<file path="config.mk">
export PLATFORM = sky130hd
export DESIGN_NAME = endian_swap_unit
export DESIGN_NICKNAME = d
export VERILOG_FILES = /design/src/rtl/endian_swap_unit.sv
export SDC_FILE = /design/constraint.sdc
export NUM_CORES = 1
export LEC_CHECK = 0
export ABC_CLOCK_PERIOD_IN_PS = 1200
export BUFFER_PORTS_ARGS = -buffer_cell sky130_fd_sc_hd__buf_2
export CORE_MARGIN = 3
export CORE_UTILIZATION = 36
export DETAILED_ROUTE_END_ITERATION = 12
export PLACE_DENSITY = 0.89
export SLEW_MARGIN = 10
export SYNTH_ARGS = -nofsm -noshare
export SYNTH_HDL_FRONTEND = slang
export SYNTH_SLANG_ARGS = --single-unit
</file>
<file path="constraint.sdc">
create_clock -name vclk -period 1.2
set_input_delay 0.06 -clock vclk [all_inputs]
set_output_delay 0.06 -clock vclk [all_outputs]
set_load 0.01 [all_outputs]
</file>
<file path="src/rtl/endian_swap_unit.sv">
// -----------------------------------------------------------------------------
// endian_swap_unit
//
// Byte-order converter between a big-endian bus and little-endian storage.
// With swap_en=1, output byte k is input byte N_BYTES-1-k, and byte enable k
// is input enable N_BYTES-1-k. With swap_en=0 the word and enables pass through
// unchanged. The swap is its own inverse, so the same unit can serve both the
// write path and the read path.
//
// Parameters
//   N_BYTES : word width in bytes (>= 1, odd values allowed)
//   REG_OUT : 0 = combinational outputs, 1 = outputs registered on CLK
//   N_BITS  : derived word width (N_BYTES*8)
//
// Ports
//   CLK         in   clock, only used when REG_OUT=1
//   nRST        in   asynchronous active-low reset, only used when REG_OUT=1
//   swap_en     in   1 = reverse byte order, 0 = pass through
//   valid_in    in   input qualifier
//   word_in     in   input word, byte k = word_in[8k+7:8k]
//   byte_en_in  in   per-byte enables aligned with word_in
//   word_out    out  converted word
//   byte_en_out out  converted byte enables
//   valid_out   out  output qualifier
// -----------------------------------------------------------------------------
module endian_swap_unit #(
  parameter int N_BYTES = 4,
  parameter bit REG_OUT = 1'b0,
  localparam int N_BITS = N_BYTES * 8
) (
  input  logic              CLK,
  input  logic              nRST,
  input  logic              swap_en,
  input  logic              valid_in,
  input  logic [N_BITS-1:0] word_in,
  input  logic [N_BYTES-1:0] byte_en_in,
  output logic [N_BITS-1:0] word_out,
  output logic [N_BYTES-1:0] byte_en_out,
  output logic              valid_out
);

  logic [N_BITS-1:0]  word_swp;
  logic [N_BYTES-1:0] be_swp;
  logic [N_BITS-1:0]  word_d;
  logic [N_BYTES-1:0] be_d;
  logic               valid_d;

  // Pure routing: each output byte is wired to exactly one input byte, so an
  // X/Z on one input byte only reaches its mirrored output byte. For odd
  // N_BYTES the middle byte maps onto itself; N_BYTES=1 degenerates to a wire.
  always_comb begin
    word_swp = '0;
    be_swp   = '0;
    for (int k = 0; k < N_BYTES; k++) begin
      word_swp[8*k +: 8] = word_in[8*(N_BYTES-1-k) +: 8];
      be_swp[k]          = byte_en_in[N_BYTES-1-k];
    end
  end

  always_comb begin
    word_d  = word_in;
    be_d    = byte_en_in;
    valid_d = valid_in;
    if (swap_en) begin
      word_d = word_swp;
      be_d   = be_swp;
    end
  end

  generate
    if (REG_OUT) begin : g_reg
      logic [N_BITS-1:0]  word_q;
      logic [N_BYTES-1:0] be_q;
      logic               valid_q;

      // Data and enables load every cycle regardless of valid_in; swap_en is
      // sampled together with its own word, so mode changes apply per word.
      always_ff @(posedge CLK or negedge nRST) begin
        if (!nRST) begin
          word_q  <= '0;
          be_q    <= '0;
          valid_q <= 1'b0;
        end else begin
          word_q  <= word_d;
          be_q    <= be_d;
          valid_q <= valid_d;
        end
      end

      assign word_out    = word_q;
      assign byte_en_out = be_q;
      assign valid_out   = valid_q;
    end else begin : g_comb
      // Clock and reset are intentionally ignored in the combinational build.
      logic unused_clk_rst;
      assign unused_clk_rst = CLK ^ nRST;

      assign word_out    = word_d;
      assign byte_en_out = be_d;
      assign valid_out   = valid_d;
    end
  endgenerate

endmodule

</file>
==> results.json, run 1 <==
{
  "status": "finished, final reports clean",
  "first_pass_iters": 2,
  "leakagePower_nw": 0.576,
  "grt_start_max_net_pins": 21,
  "nClkBuffers": 0,
  "fmax_mhz": 1070,
  "hold_viol": 0,
  "start_kind": "input pin",
  "critical-path-max-stage-delay_ps": 340,
  "synth_area_leaders": "mux2_4 (75%), mux2_2 (11%), buf_12 (10%)",
  "fin_tns_setup_ps": 0,
  "syn_to_final_growth_pct": 58.1,
  "rows": 14,
  "tightest_slew_ps": 137,
  "gp_congestion": 0.617,
  "nets": 153,
  "path_delay_family": "buffers and inverters",
  "syn_area_um2": 597,
  "grt_pass1_vias": 558,
  "drv_slew": 0,
  "design.seq.count": 0,
  "die_area_mm2": 0.00218,
  "cp-end-kind": "output pin",
  "track_usage_pct": 12.5,
  "synth.most_common_cell": "mux2_4",
  "yosys.area.top_type_share_pct": 75.5,
  "io-pin-count": 77,
  "postRouteAntennaNets": 0,
  "vias": 609,
  "synth_cell_type_count": 5,
  "grt_pass1_wl_um": 2130,
  "fin_crit_sh_pct": 77.6,
  "grt-ovfl-total": 0,
  "place.detailed.hpwl_um": 1370,
  "vias_per_cell": 4.80,
  "core-area_mm2": 0.00154,
  "slew_headroom_pct": 90.9,
  "holdPathStages": 0,
  "required_ps": 1140,
  "antenna_found_initial": 0,
  "n_antenna_cell": 0,
  "powerDensity_mw_per_mm2": 437,
  "crit_type": "input pin to output pin",
  "finalWirelength_um": 1490,
  "path_cells": "buf_2 > buf_12 > mux2_2 > buf_2",
  "slowest_stage": "mux2_2",
  "seq_area_frac_synth_pct": 0,
  "ir_worst_vdd_uv": 233,
  "hold_class": "input pin to output pin",
  "ctsHoldBuffers": 0,
  "cp.depth": 4,
  "synth_common_cells": "mux2_4 (30), mux2_2 (6), buf_12 (3)",
  "finalCriticalPeriod_ps": 931,
  "cp_max_fo": 20,
  "cts_resized": 0,
  "rsz0062_at_grt": "false",
  "die_h_um": 46.7,
  "syn_nets": 81,
  "cp_common_cell": "buf_2",
  "maxCapViolations": 0,
  "syn_inst": 41,
  "floorplan.initialDensity_pct": 38.7,
  "synth_top_cell_by_area": "mux2_4",
  "cp.arrival_ps": 870,
  "multi_input_area_um2": 518,
  "finalSetupViolations": 0,
  "power_uw": 412,
  "io_buffers": 73,
  "drive_above_1_share_pct": 100,
  "regArea_um2": 0,
  "die_w_um": 46.7,
  "postCtsSetupBuffers": 0,
  "yosysWarnings": 0,
  "fill_cells": 138,
  "drt_iter0_drc": 3,
  "critPathBufInv": 3,
  "routedWlPerCell_um": 11.7,
  "synth.avg_cell_area_um2": 14.6,
  "drc_errors": 0
}
## power breakdown
group	total (mW)	leakage, nW	switching [mW]	internal (mW)
clock network	0	0	0	0
registers	0	0	0	0
logic	0.412	0.576	0.163	0.249
## worst paths after layout
kind                     start            to  slack (ps)
worst max-delay path   swap_en  word_out[31]         270
worst min-delay path  valid_in     valid_out         120
## area by class of cell
| class | instances | share of cell area [%] |
|---|---|---|
| multi-input combinational | 36 | 54.9 |
| tap | 16 | 2.12 |
| timing repair buffer | 75 | 43.0 |
## metal layers
layer	share of wire, %	wire, um	track usage, %	vias to the layer above
met1	32	471	13.0	270
met3	13	198	1.56	0
met4	0	0	0	0
met5	0	0	0	-
met2	55	823	27.2	43
li1	-	-	-	296
## metrics by stage
stage | util (%) | area (um2) | setup slack, ps | hold slack (ps) | std cells
final | 61.2 | 943 | 269 | 120 | 127
after global routing | 61.2 | 943 | 238 | 120 | 127
after CTS | 61.2 | 943 | 263 | 120 | 127
after detailed placement | 61.2 | 943 | 266 | 120 | 127
after global placement | 61.2 | 943 | 279 | 120 | 127
after floorplan | - | 597 | 490 | 212 | 41
## cell usage in the layout, fill, tap and decap left out, drive strengths merged
cell and instances:
mux2 36, buf 75
## kinds of logic after synthesis
group | after synthesis | share of synthesized area (%)
buf+inv | 5 | 13.2
mux | 36 | 86.8
(Power assumes the default switching activity.)
==> run 2, diff against run 1 <==
- ABC_CLOCK_PERIOD_IN_PS: 1200 -> 820
- CORE_UTILIZATION: 36 -> 30
- PLACE_DENSITY: 0.89 -> 0.79
- clock period: 1.2 -> 0.82 ns (I/O delays scaled with it)
==> results.json, run 2 (same netlist as run 1, synthesis figures left out) <==
{
  "grt-ovfl-total": 0,
  "n_antenna_cell": 0,
  "met3_length_um": 222,
  "design.seq.count": 0,
  "finalSetupViolations": 0,
  "gp_congestion": 0.624,
  "status": "finished, final reports clean",
  "required_ps": 780,
  "fin_crit_sh_pct": 98.2,
  "postCtsSetupBuffers": 0,
  "hold_class": "input pin to output pin",
  "layout_commonest_cell": "buf_2",
  "antenna_found_initial": 0,
  "placedCellCount": 136,
  "maxCapViolations": 0,
  "cp.arrival_ps": 760,
  "tightest_slew_ps": 98.3,
  "cp_max_fo": 9,
  "pwr-share-comb_pct": 100.0,
  "die_h_um": 50.6,
  "holdPathStages": 0,
  "die_area_mm2": 0.00256,
  "m1WireLength_um": 742,
  "placed_cell_area_um2": 955,
  "swShare_pct": 37.7,
  "vias_per_cell": 4.61,
  "hold_path_end": "valid_out",
  "hold_viol": 0,
  "slew_headroom_pct": 93.4,
  "fmax_mhz": 1240,
  "nClkBuffers": 0,
  "ctsHoldBuffers": 0,
  "crit_type": "input pin to output pin",
  "rows": 15,
  "cp-end-kind": "output pin",
  "p_sw_uw": 269,
  "grt_pass1_wl_um": 2950,
  "io-pin-count": 77,
  "floorplan.initialDensity_pct": 33.1,
  "track_usage_pct": 14.1,
  "finalCriticalPeriod_ps": 805,
  "drv_slew": 0,
  "ir_worst_vdd_uv": 333,
  "top_layer_used": "met3",
  "postRouteAntennaNets": 0,
  "regArea_um2": 0,
  "most-common-layout-cells": "buf_2 (67), mux2_4 (30), mux2_2 (6)",
  "io_buffers": 73,
  "intPower_uw": 445,
  "rsz0062_at_grt": "false",
  "nets": 157,
  "syn_to_final_growth_pct": 85.7,
  "core-area_mm2": 0.00180,
  "sequentialPowerShare_pct": 0,
  "fin_cells": 140,
  "grt_start_max_net_pins": 10,
  "finalWirelength_um": 1980,
  "powerDensity_mw_per_mm2": 643,
  "vias": 645,
  "dr_wl_met2_um": 1010,
  "drc_errors": 0,
  "die_w_um": 50.6,
  "start_kind": "input pin",
  "drt_iter0_drc": 2,
  "grt_pass1_vias": 662,
  "drive_above_1_share_pct": 100,
  "leakagePower_nw": 0.642,
  "fin_area_mm2": 0.00111,
  "routedWlPerCell_um": 14.1,
  "first_pass_iters": 3,
  "pwr-share-clk_pct": 0,
  "hold_start": "valid_in"
}
run 2: cell count changes in the layout (fill, tap and decap cells not counted):
cell       before  now
buf_2          73   67
buf_12          2    3
buf_6           0    5
clkbuf_16       0    1
buf_16          0    3
run 2: worst max-delay path by stage:
stage | cells past startpoint | to | startpoint | slack, ps
floorplan | 3 | byte_en_out[0] | swap_en | 150
global placement | 4 | word_out[31] | swap_en | -50
detailed placement | 4 | word_out[31] | swap_en | -80
CTS | 4 | word_out[1] | swap_en | 5
global route | 4 | word_out[21] | swap_en | 1
finish | 4 | word_out[8] | swap_en | 10
run 2: final cells by class:
class	instances	area [um2]
fill	159	693
multi-input combinational	36	518
tap	25	31.3
timing repair buffer	79	559
run 2: power by group through the flow:
stage | logic (mW) | registers [mW] | clock network (mW)
4_1_cts | 0.694 | 0 | 0
5_1_grt | 0.761 | 0 | 0
3_5_place_dp | 0.611 | 0 | 0
3_3_place_gp | 0.596 | 0 | 0
2_1_floorplan | 0.385 | 0 | 0
6_report | 0.713 | 0 | 0
run 2: repair_timing:
action                                  CTS  global route
gates resized for setup                  11             1
endpoints found under the setup margin   36             2
cloned                                    3             1
run 2: critical path: stages:
cell	delay [ps]
buf_12	130
buf_16	150
mux2_4	300
buf_2	140
run 2: through the flow:
step                hold WS [ps]  power [mW]  setup WS, ps  TNS [ps]  util (%)
floorplan                    174       0.385           148         0         -
global placement            82.1       0.596         -51.5      -880      53.0
detailed placement          82.1       0.611         -77.2     -1330      53.0
CTS                         82.1       0.694          4.79         0      59.8
global route                82.1       0.761          1.22         0      61.5
finish                      82.0       0.713          14.8         0      61.5
run 2: metal layers:
| metal | track usage [%] | up-vias |
|---|---|---|
| met1 | 14.9 | 294 |
| li1 | - | 307 |
| met2 | 30.0 | 44 |
| met4 | 0 | 0 |
| met5 | 0 | - |
| met3 | 2.08 | 0 |
